## src/rtl/ms_alarm.sv

```systemverilog
// ms_alarm: software-armed millisecond down-counter alarm with one-shot/periodic modes,
// a sticky expiry flag and a level interrupt.
module ms_alarm #(
   parameter int cnt_width = 24
) (
   input  logic        clk,
   input  logic        rst_n,
   input  logic        ms_tick,
   input  logic        stb,
   input  logic        we,
   input  logic        addr,
   input  logic [31:0] data_in,
   output logic [31:0] data_out,
   output logic        ack,
   output logic        expire,
   output logic        irq
);
   typedef enum logic [1:0] {IDLE, RUN, DONE} state_t;
   state_t state_q, state_d;
   logic [cnt_width-1:0] reload_q, reload_d, cnt_q, cnt_d;
   logic en_q, en_d, periodic_q, periodic_d, irq_en_q, irq_en_d, expired_q, expired_d;
   logic cnt_wr, ctl_wr, stop, running, tick_ok, hit, dec;
   logic unused_bits;
   assign unused_bits = ^data_in;
   assign cnt_wr   = stb & we & ~addr;
   assign ctl_wr   = stb & we & addr;
   assign stop     = ctl_wr & ~data_in[0];
   assign running  = (state_q == RUN);
   // a COUNT write or a disabling CTRL write in the same cycle pre-empts the tick
   assign tick_ok  = running & ms_tick & ~cnt_wr & ~stop;
   assign hit      = tick_ok & (cnt_q == cnt_width'(1));
   assign dec      = tick_ok & (cnt_q > cnt_width'(1));
   assign expire   = hit;
   assign irq      = expired_q & irq_en_q;
   assign ack      = stb;
   assign data_out = (stb & ~we) ? (addr ? {27'b0, running, expired_q, irq_en_q, periodic_q, en_q}
                                         : 32'(cnt_q)) : 32'b0;
   always_comb begin
      state_d    = state_q;
      reload_d   = reload_q;
      cnt_d      = cnt_q;
      en_d       = en_q;
      periodic_d = periodic_q;
      irq_en_d   = irq_en_q;
      if (cnt_wr) begin
         reload_d = data_in[cnt_width-1:0];
         cnt_d    = data_in[cnt_width-1:0];
      end
      if (ctl_wr) begin
         periodic_d = data_in[1];
         irq_en_d   = data_in[2];
         if (!data_in[0]) begin
            en_d    = 1'b0;
            state_d = IDLE;
         end else if (reload_q == '0) begin
            en_d = 1'b0;
         end else begin
            en_d = 1'b1;
            if (!running) begin
               state_d = RUN;
               cnt_d   = reload_q;
            end
         end
      end
      if (dec) cnt_d = cnt_q - cnt_width'(1);
      // expiry runs after the CTRL decode so a one-shot finish overrides a concurrent en=1
      if (hit) begin
         cnt_d = periodic_q ? reload_q : '0;
         if (!periodic_q) begin
            en_d    = 1'b0;
            state_d = DONE;
         end
      end
      expired_d = hit | (expired_q & ~(ctl_wr & data_in[3]));
   end
   always_ff @(posedge clk or negedge rst_n) begin
      if (!rst_n) begin
         state_q    <= IDLE;
         reload_q   <= '0;
         cnt_q      <= '0;
         en_q       <= 1'b0;
         periodic_q <= 1'b0;
         irq_en_q   <= 1'b0;
         expired_q  <= 1'b0;
      end else begin
         state_q    <= state_d;
         reload_q   <= reload_d;
         cnt_q      <= cnt_d;
         en_q       <= en_d;
         periodic_q <= periodic_d;
         irq_en_q   <= irq_en_d;
         expired_q  <= expired_d;
      end
   end
endmodule

```

## config.mk

```make
export PLATFORM = sky130hd
export DESIGN_NAME = ms_alarm
export DESIGN_NICKNAME = d
export VERILOG_FILES = /design/src/rtl/ms_alarm.sv
export SDC_FILE = /design/constraint.sdc
export NUM_CORES = 1
export LEC_CHECK = 0
export BUFFER_PORTS_ARGS = -buffer_cell sky130_fd_sc_hd__buf_2
export CORE_MARGIN = 3
export CORE_UTILIZATION = 59
export CTS_CLUSTER_SIZE = 8
export DETAILED_ROUTE_END_ITERATION = 8
export GPL_TIMING_DRIVEN = 0
export PLACE_DENSITY = 0.95
export SLEW_MARGIN = 20
export SYNTH_ARGS = -nofsm -noshare
export SYNTH_HDL_FRONTEND = slang
export SYNTH_SLANG_ARGS = --single-unit
```

## constraint.sdc

```tcl
create_clock -name clk -period 6.45 [get_ports clk]
set_input_delay 0.645 -clock clk [delete_from_list [all_inputs] [get_ports clk]]
set_output_delay 0.645 -clock clk [all_outputs]
set_load 0.02 [all_outputs]
```

======== Word-level counts from Yosys, hierarchy flattened ========
Cells that the tools add are included.
word-level totals
  register bits after elaboration ......... 54
  input port bits ......................... 38
cells by class
  bitwise logic cells ..................... 20
  add/sub/neg operators ................... 1
  magnitude comparators ................... 1
  equality and inequality tests ........... 2
  reduce and logical (&&, ||, !) cells .... 1
  mux-type cells .......................... 21
operators with widths
  operator                                                        count
  2-to-1 mux 24 bit                                               10
  equality test 24 x 1 -> 1 bit, second input constant            1
  greater-than comparator 24 x 1 -> 1 bit, second input constant  1
  logical NOT 24 bit                                              1
  subtractor 24 x 1 -> 24 bit, second input constant              1
  bitwise AND 1 bit                                               13
  2-to-1 mux 2 bit                                                6
  NOT 1 bit                                                       6
  2-to-1 mux 1 bit                                                5
  equality test 2 x 1 -> 1 bit, second input constant             1
  OR 1 bit                                                        1

======== Depth between registers and ports, before layout ========
Gate-level depths: netlist of run 1.
  depth after elaboration ................. 9
  depth in mapped cells ................... 9
  depth with buffers taken out ............ 8

======== Least setup slack after synthesis of run 1 ========
Ideal clock, no wire load.
  kind .................................... input port to output port
  start point ............................. input port addr
  end point ............................... output port data_out[13]
  required time ........................... 5.805 ns
  data arrival time ....................... 1.634 ns
  setup slack ............................. 4.171 ns
  stages on the path ...................... 4
  buffers on the path ..................... 2
  path through ............................ buf_1 -> nor2_1 -> clkbuf_1 -> and2_1
on the way
  word-level cells in the longest chain between the ends .. 2
ends and longest elaborated chain
  element                         RTL line  source
  from (decl)                     11        input logic addr,
  2-to-1 mux 24 bit (2 in a row)  36        assign data_out = (stb & ~we) ? (addr ? {27'b0, running, expired_q, irq_en_q, periodic_q, en_q}
  to (decl)                       13        output logic [31:0] data_out,
No other way between the ends.

======== Final worst setup path of run 1 ========
  start point ............................. register cnt_q[12]
  end point ............................... output port expire
on the way
  word-level cells in the longest chain between the ends .. 2
ends and longest elaborated chain
  element                        RTL line  source
  from (decl)                    20        logic [cnt_width-1:0] reload_q, reload_d, cnt_q, cnt_d;
  from (signal assigned)         88        cnt_q <= cnt_d;
  equality test 24 x 1 -> 1 bit  31        assign hit = tick_ok & (cnt_q == cnt_width'(1));
  bitwise AND 1 bit              31
  to (decl)                      15        output logic expire,
No other way between the ends.

==> impl_results.md, run 1 <==
- WL met1: 3500 um
- Final non-filler cell total: 524
- Nets: 493
- Initial DRC count: 385
- Minimum clock period: 3.03 ns
- Met2 Routed Length: 4510 um
- Gpl congestion: 0.896
- Fin crit share: 47.0%
- Highest metal used: met4
- VDD IR max: 0.195 mV
- Pwr/cell area: 318 nW/um^2
- Row count: 26
- Hold slack: 0.359 ns
- HPWL after DPL: 6600 um
- Worst path bufs/invs: 1
- Post-DRT Antenna Nets: 0
- First-pass GRT wire length: 14900 um
- Required @ worst endpoint: 5.80 ns
- Gr ovfl total: 0
- Num CTS Buffers: 5
- Worst-Margin Slew: 1.11 ns
- Ys Warns: 0
- Worst-path clk slew: 0.10 ns
- Critical R2R Capture: cnt_q[22]
- IO Port Bufs: 56
- Most frequent cells in the layout: nand2_1, buf_2, dfrtp_1, and2_1, nor2_1
- CTS tree: done
- RSZ-0062 raised after global routing: false
- Reg2reg setup slack: 3.56 ns
- DP Area: 3690 sq um
- Critical path cell sequence: nor4_4, nand4b_4, nor4b_4, buf_2
- Hold Vio Cnt, Final: 0
- Post-DR vias/cell: 6.13
- Final Cell Area: 3800 sq um
- Post-CTS setup buffers: 0
- Largest net degree at the start of global routing: 55
- Share of layout cells above drive strength 1: 20.3%
- Root buffer cell: clkbuf_8
- Met3 WL: 884 um
- Psw: 0.499 mW
- CP Capture Type: primary output
- EDFF count, synth: 0
- Max stage delay cell, worst path: nor4b_4
- CP Max Fanout: 9
- Top Ports: 73
- Yosys cell types: 56
- Max-Cap Viols: 0
- DRC: 0
- Initial antenna violation count: 0
- Max incr delay on CP: 0.58 ns
- Run status: finished, final reports clean
- Hold-fix buffers at CTS: 0
- ANT cells: 0
- Internal Power: 0.710 mW
- Family with the most delay on the worst path: simple AND/OR/NAND/NOR gates
- Leakage: 1.88 nW
- Most common cell after layout, fill and taps aside: nand2_1
- Final setup violation count: 0
- Routed length per instance: 17.7 um
- Layout area overhead: 15.2%
- Core box area: 5270 sq um
- Critical Path End: expire
- Total track usage: 29.8%
- Power share of the clock group: 17.8%
- Post-Synthesis Cells: 383
- Vias: 3211
- Seq/Total Area, Yosys: 41.0%
- Slew Limit Fails: 0
- Startpoint Class: flop
- Switching Fraction: 41.3%
- Skew final: 0.00949 ns
- Clk_lat worst skew: 0.32 ns
- Die Y: 80.8 um
- Crit. path cell count: 4
- Worst EP arrival: 2.39 ns
- TritonCTS Sinks: 54
- Die ar.: 6520 sq um
- Filler cells: 406
- Crit Path Category: flop to primary output
- Logic pwr share: 36.0%
- Seq cells post-synth: 54
- Top_reg_cell synth: dfrtp_1
- Setup TNS: 0 ns
- Vias in the first global route: 3169
- Initial Utilization: 62.6%
- Register share of total power: 46.2%
- Routed WL: 9270 um
- Die extent in x: 80.8 um
- Post-synth ARST share: 100%
- Drt pass-1 iters: 5
- Worst-case reg-to-reg path depth: 8
- Worst flop-to-flop path startpoint: cnt_q[0]
- H-tree depth reported by CTS: 2
- Setup WS post-layout: 3.42 ns
- Post-CTS Resized: 0
- Cell Area, Synth: 3300 sq um
- Clock buffer depth: 2
- Pre-CTS setup slack: 3.50 ns
- Critical path origin: cnt_q[12]
- Dpl cells: 516
- Rel. slew slack: 25.6%
- Tightest Hold Check Type: input port to async pin
- Fmax achieved: 330 MHz
- Mapped Avg Cell Area: 8.61 sq um
[area by class of cell]
cell class | instances | area, sq um | share of cell area, %
Multi-Input combinational cell | 306 | 1800 | 47.5
Sequential cell | 54 | 1350 | 35.6
Timing Repair Buffer | 56 | 283 | 7.44
Buffer | 27 | 158 | 4.15
Clock buffer | 7 | 96.3 | 2.54
Tap cell | 70 | 87.6 | 2.31
Inverter | 3 | 11.3 | 0.296
Clock inverter | 1 | 8.76 | 0.231
[per-layer routing]
metal / global-route usage (%) / vias up
met3: 6.32 / 45
met1: 37.6 / 1487
met2: 48.4 / 216
met4: 15.0 / 0
met5: 0 / -
li1: - / 1463
[kinds of logic after synthesis]
family                     Yosys count  synth area share, %
and+or+nand+nor                    193                 28.8
AOI/OAI and AO/OA                   81                 18.0
DFF                                 54                 41.0
buffers and inverters               30                 5.12
xor gates and xnor gates            16                 4.25
muxes                                6                 1.90
adders and majority gates            2                0.759
other                                1                0.114
[stage by stage]
step           utilization (%)  total power [mW]
2_1_floorplan                -             0.847
3_3_place_gp              70.0             0.950
3_5_place_dp              70.1             0.980
4_1_cts                   72.1              1.20
5_1_grt                   72.1              1.28
6_report                  72.1              1.21
[Yosys cell counts, types with 3 or more instances]
master | n | area share (%)
a211o_1 | 3 | 0.80
a21boi_0 | 12 | 2.7
a21oi_1 | 16 | 2.4
a221o_1 | 8 | 2.4
a22oi_1 | 7 | 1.6
and2_1 | 20 | 3.8
buf_2 | 3 | 0.46
buf_4 | 10 | 2.3
clkbuf_1 | 11 | 1.3
dfrtp_1 | 54 | 41
inv_1 | 3 | 0.34
mux2i_1 | 4 | 1.2
nand2_1 | 106 | 12
nand2b_1 | 3 | 0.57
nand3_1 | 9 | 1.4
nor2_1 | 18 | 2.0
nor3_1 | 7 | 1.1
nor4_1 | 10 | 1.9
o21ai_0 | 9 | 1.4
o221ai_1 | 6 | 1.6
o31ai_1 | 3 | 0.68
or2_2 | 3 | 0.57
xnor2_1 | 9 | 2.4
xor2_1 | 7 | 1.9
[power by group through the flow]
| stage | Clock (mW) | Sequential, mW | Combinational, mW |
|---|---|---|---|
| finish | 0.215 | 0.559 | 0.436 |
| global route | 0.231 | 0.572 | 0.474 |
| CTS | 0.216 | 0.553 | 0.427 |
| detailed placement | 0 | 0.558 | 0.422 |
| global placement | 0 | 0.552 | 0.398 |
| floorplan | 0 | 0.521 | 0.326 |
[registers in the layout, summed over array words and instances (netlist names)]
register,count
en_q,1
reload_q,24
expired_q,1
irq_en_q,1
cnt_q,24
periodic_q,1
state_q,2
[how the worst min path moves through the flow]
| stage | end | cells past startpoint |
|---|---|---|
| 3_5_place_dp | expired_q | 1 |
| 2_1_floorplan | cnt_q[0] | 0 |
| 6_report | irq_en_q | 1 |
| 3_3_place_gp | expired_q | 1 |
| 5_1_grt | irq_en_q | 1 |
| 4_1_cts | reload_q[20] | 1 |
Note: power is estimated with default switching activity, not from simulation.
==> inputs of run 2 (changes only) <==
--- a/config.mk
+++ b/config.mk
@@ -5,13 +5,14 @@
 export SDC_FILE = /design/constraint.sdc
 export NUM_CORES = 1
 export LEC_CHECK = 0
+export ABC_AREA = 1
 export BUFFER_PORTS_ARGS = -buffer_cell sky130_fd_sc_hd__buf_2
 export CORE_MARGIN = 3
-export CORE_UTILIZATION = 59
+export CORE_UTILIZATION = 50
 export CTS_CLUSTER_SIZE = 8
 export DETAILED_ROUTE_END_ITERATION = 8
 export GPL_TIMING_DRIVEN = 0
-export PLACE_DENSITY = 0.95
+export PLACE_DENSITY = 0.87
 export SLEW_MARGIN = 20
 export SYNTH_ARGS = -nofsm -noshare
 export SYNTH_HDL_FRONTEND = slang
==> constraint.sdc (replaced) <==
create_clock -name clk -period 2.48 [get_ports clk]
set_input_delay 0.248 -clock clk [delete_from_list [all_inputs] [get_ports clk]]
set_output_delay 0.248 -clock clk [all_outputs]
set_load 0.02 [all_outputs]
==> run 2 against run 1 <==
  * The flow now finishes with violations (hold timing)
  * Sequential share of layout area decreased by 3.2 points
  * Final cell count increased by 38%
  * Core utilization decreased by 12 points
  * Register-to-register slack got worse by 3.2 ns
  * Clock power increased by 150%
  * Combinational power increased to 3.0 times the previous value
  * Clock-buffer cell count decreased by 1
  * Power increased to 2.6 times the previous value
  * Via count increased by 20%
  * Synthesized area increased by 11%
==> impl_results.md, run 2 <==
- Hold-fix buffers at CTS: 0
- Post-DR vias/cell: 5.35
- Post-synth ARST share: 100%
- TritonCTS Sinks: 54
- Seq/Total Area, Yosys: 37.1%
- Ys Warns: 0
- Post-CTS Resized: 0
- Gpl congestion: 0.996
- Max stage delay cell, worst path: dfrtp_1
- Final Cell Area: 4170 sq um
- Hold slack: -0.0251 ns
- Drt pass-1 iters: 5
- Routed WL: 10000 um
- VDD IR max: 0.274 mV
- First-pass GRT wire length: 16500 um
- Most used cell along the critical path: nor2_1
- Minimum clock period: 2.16 ns
- Failing checks: hold timing
- Power share of the clock group: 16.6%
- Share of layout cells above drive strength 1: 16.5%
- Startpoint Class: flop
- Die Y: 91.4 um
- Nets: 665
- Crit Path Category: flop to primary output
- Initial DRC count: 361
- Initial Utilization: 52.5%
- Post-DRT Antenna Nets: 0
- DP Area: 4070 sq um
- Largest area contributor in the netlist: dfrtp_1
- Gr ovfl total: 0
- Slew Limit Fails: 0
- Most frequent cells in the layout: nand2_1, nand3_1, nor2_1, buf_2, inv_1
- Run status: finished, violations left
- Worst flop-to-flop path startpoint: cnt_q[0]
- Synth top cells by count: nand2_1, nand3_1, nor2_1
- Clk_lat worst skew: 0.31 ns
- Vias in the first global route: 3645
- Fin crit share: 87.2%
- Post-layout util: 60.0%
- Clock buffer depth: 2
- Critical path cell sequence: inv_1, ha_1, nand2_1, nor2_1, nand3_2, nor2_1, buf_2
- Register share of total power: 42.8%
- ANT cells: 0
- Final setup violation count: 0
- Area share of the largest cell type after synthesis: 37.1%
- Worst path bufs/invs: 2
- Vias: 3860
- H-tree depth reported by CTS: 2
- Seq cells post-synth: 54
- Root buffer cell: clkbuf_8
- Core box area: 6940 sq um
- Skew final: 0.0105 ns
- Hold Vio Cnt, Final: 54
- Routed length per instance: 13.9 um
- EDFF count, synth: 0
- Yosys cell types: 24
- Top_reg_cell synth: dfrtp_1
- Rel. slew slack: 54.4%
- Leakage: 2.22 nW
- DRC: 0
- Row count: 30
- Required @ worst endpoint: 2.23 ns
- IO Port Bufs: 56
- Psw: 1.39 mW
- Top Ports: 73
- Num CTS Buffers: 5
- Top Registers: cnt_q: 24 flops, reload_q: 24 flops, state_q: 2 flops
- Critical path origin: cnt_q[1]
- Cell Area, Synth: 3640 sq um
- Tightest Hold Check Type: input port to async pin
- Logic pwr share: 40.7%
- Layout area overhead: 14.4%
- Family with the most delay on the worst path: simple AND/OR/NAND/NOR gates
- Initial antenna violation count: 0
- Die ar.: 8350 sq um
- CP Capture Type: primary output
- Most common cell after layout, fill and taps aside: nand2_1
- RSZ-0062 raised after global routing: false
- CTS tree: done
- Worst-path clk slew: 0.10 ns
- Most numerous cell in the Yosys netlist: nand2_1
- Largest net degree at the start of global routing: 55
- Switching Fraction: 43.6%
- Mapped Avg Cell Area: 6.56 sq um
- Post-CTS setup buffers: 0
- Max-Cap Viols: 0
- Dpl cells: 714
- Worst-Margin Slew: 0.684 ns
- Setup TNS: 0 ns
- Pwr/cell area: 767 nW/um^2
- Max incr delay on CP: 0.39 ns
- Synth area leaders: dfrtp_1, nand2_1, nand3_1
- Total track usage: 24.2%
- Post-Synthesis Cells: 555
- Internal Power: 1.80 mW
- Final non-filler cell total: 722
- Worst EP arrival: 1.91 ns
- CP Max Fanout: 6
- Die extent in x: 91.4 um
- HPWL after DPL: 7530 um
- Fmax achieved: 463 MHz
-- run 2: logic make-up after synthesis --
family | synth area share [%]
xor gates and xnor gates | 4.09
DFF | 37.1
buffers and inverters | 11.3
AOI/OAI and AO/OA | 5.49
adders and majority gates | 0.687
and+or+nand+nor | 41.3
other | 0.103
-- run 2: final cells by class --
type / instances / area [sq um]
fillers: 654 / 2780
multi-input cells: 418 / 1910
flip-flops and latches: 54 / 1350
repair buffers: 56 / 283
inverters: 62 / 233
plain buffers: 28 / 178
well taps: 96 / 120
clock buffers: 6 / 82.6
clock inverters: 2 / 12.5
-- run 2: routing by layer --
| metal | up-vias | GRT usage [%] | part of all wire [%] |
|---|---|---|---|
| met5 | - | 0 | 0 |
| met4 | 0 | 10.8 | 3.2 |
| met3 | 27 | 3.56 | 9.4 |
| met2 | 221 | 38.9 | 47 |
| met1 | 1761 | 32.2 | 41 |
| li1 | 1851 | - | - |
-- run 2: power by group through the flow --
stage / Combinational (mW) / Sequential (mW) / Clock [mW]
detailed placement: 1.27 / 1.37 / 0
floorplan: 0.991 / 1.30 / 0
global placement: 1.22 / 1.35 / 0
global route: 1.47 / 1.39 / 0.566
CTS: 1.28 / 1.35 / 0.535
finish: 1.30 / 1.37 / 0.529
-- run 2: per-stage QoR --
step | total power [mW] | setup slack (ns)
floorplan | 2.29 | 0.756
global placement | 2.58 | 0.497
detailed placement | 2.64 | 0.425
CTS | 3.17 | 0.348
global route | 3.43 | 0.176
finish | 3.20 | 0.318
-- run 2: path summary, 6_finish.rpt --
kind	to	slack [ns]	depth (start not counted)
setup / recovery	expire	0.32	7
hold / removal	reload_q[22]	-0.03	1
setup reg to reg	cnt_q[18]	0.37	10
hold reg to reg	cnt_q[13]	0.52	2
max in group asynchronous	cnt_q[11]	2.06	1
min in group clk	periodic_q	0.16	3
-- run 2: worst reg2reg max path, stage by stage, from the launching register on --
cell     delay, ns
dfrtp_1       0.45
inv_1         0.17
ha_1          0.22
nand2_1       0.13
nor2_2        0.24
nand3_1       0.13
nand3_2       0.17
inv_2         0.09
buf_2         0.20
nand2_1       0.11
nand3_1       0.08
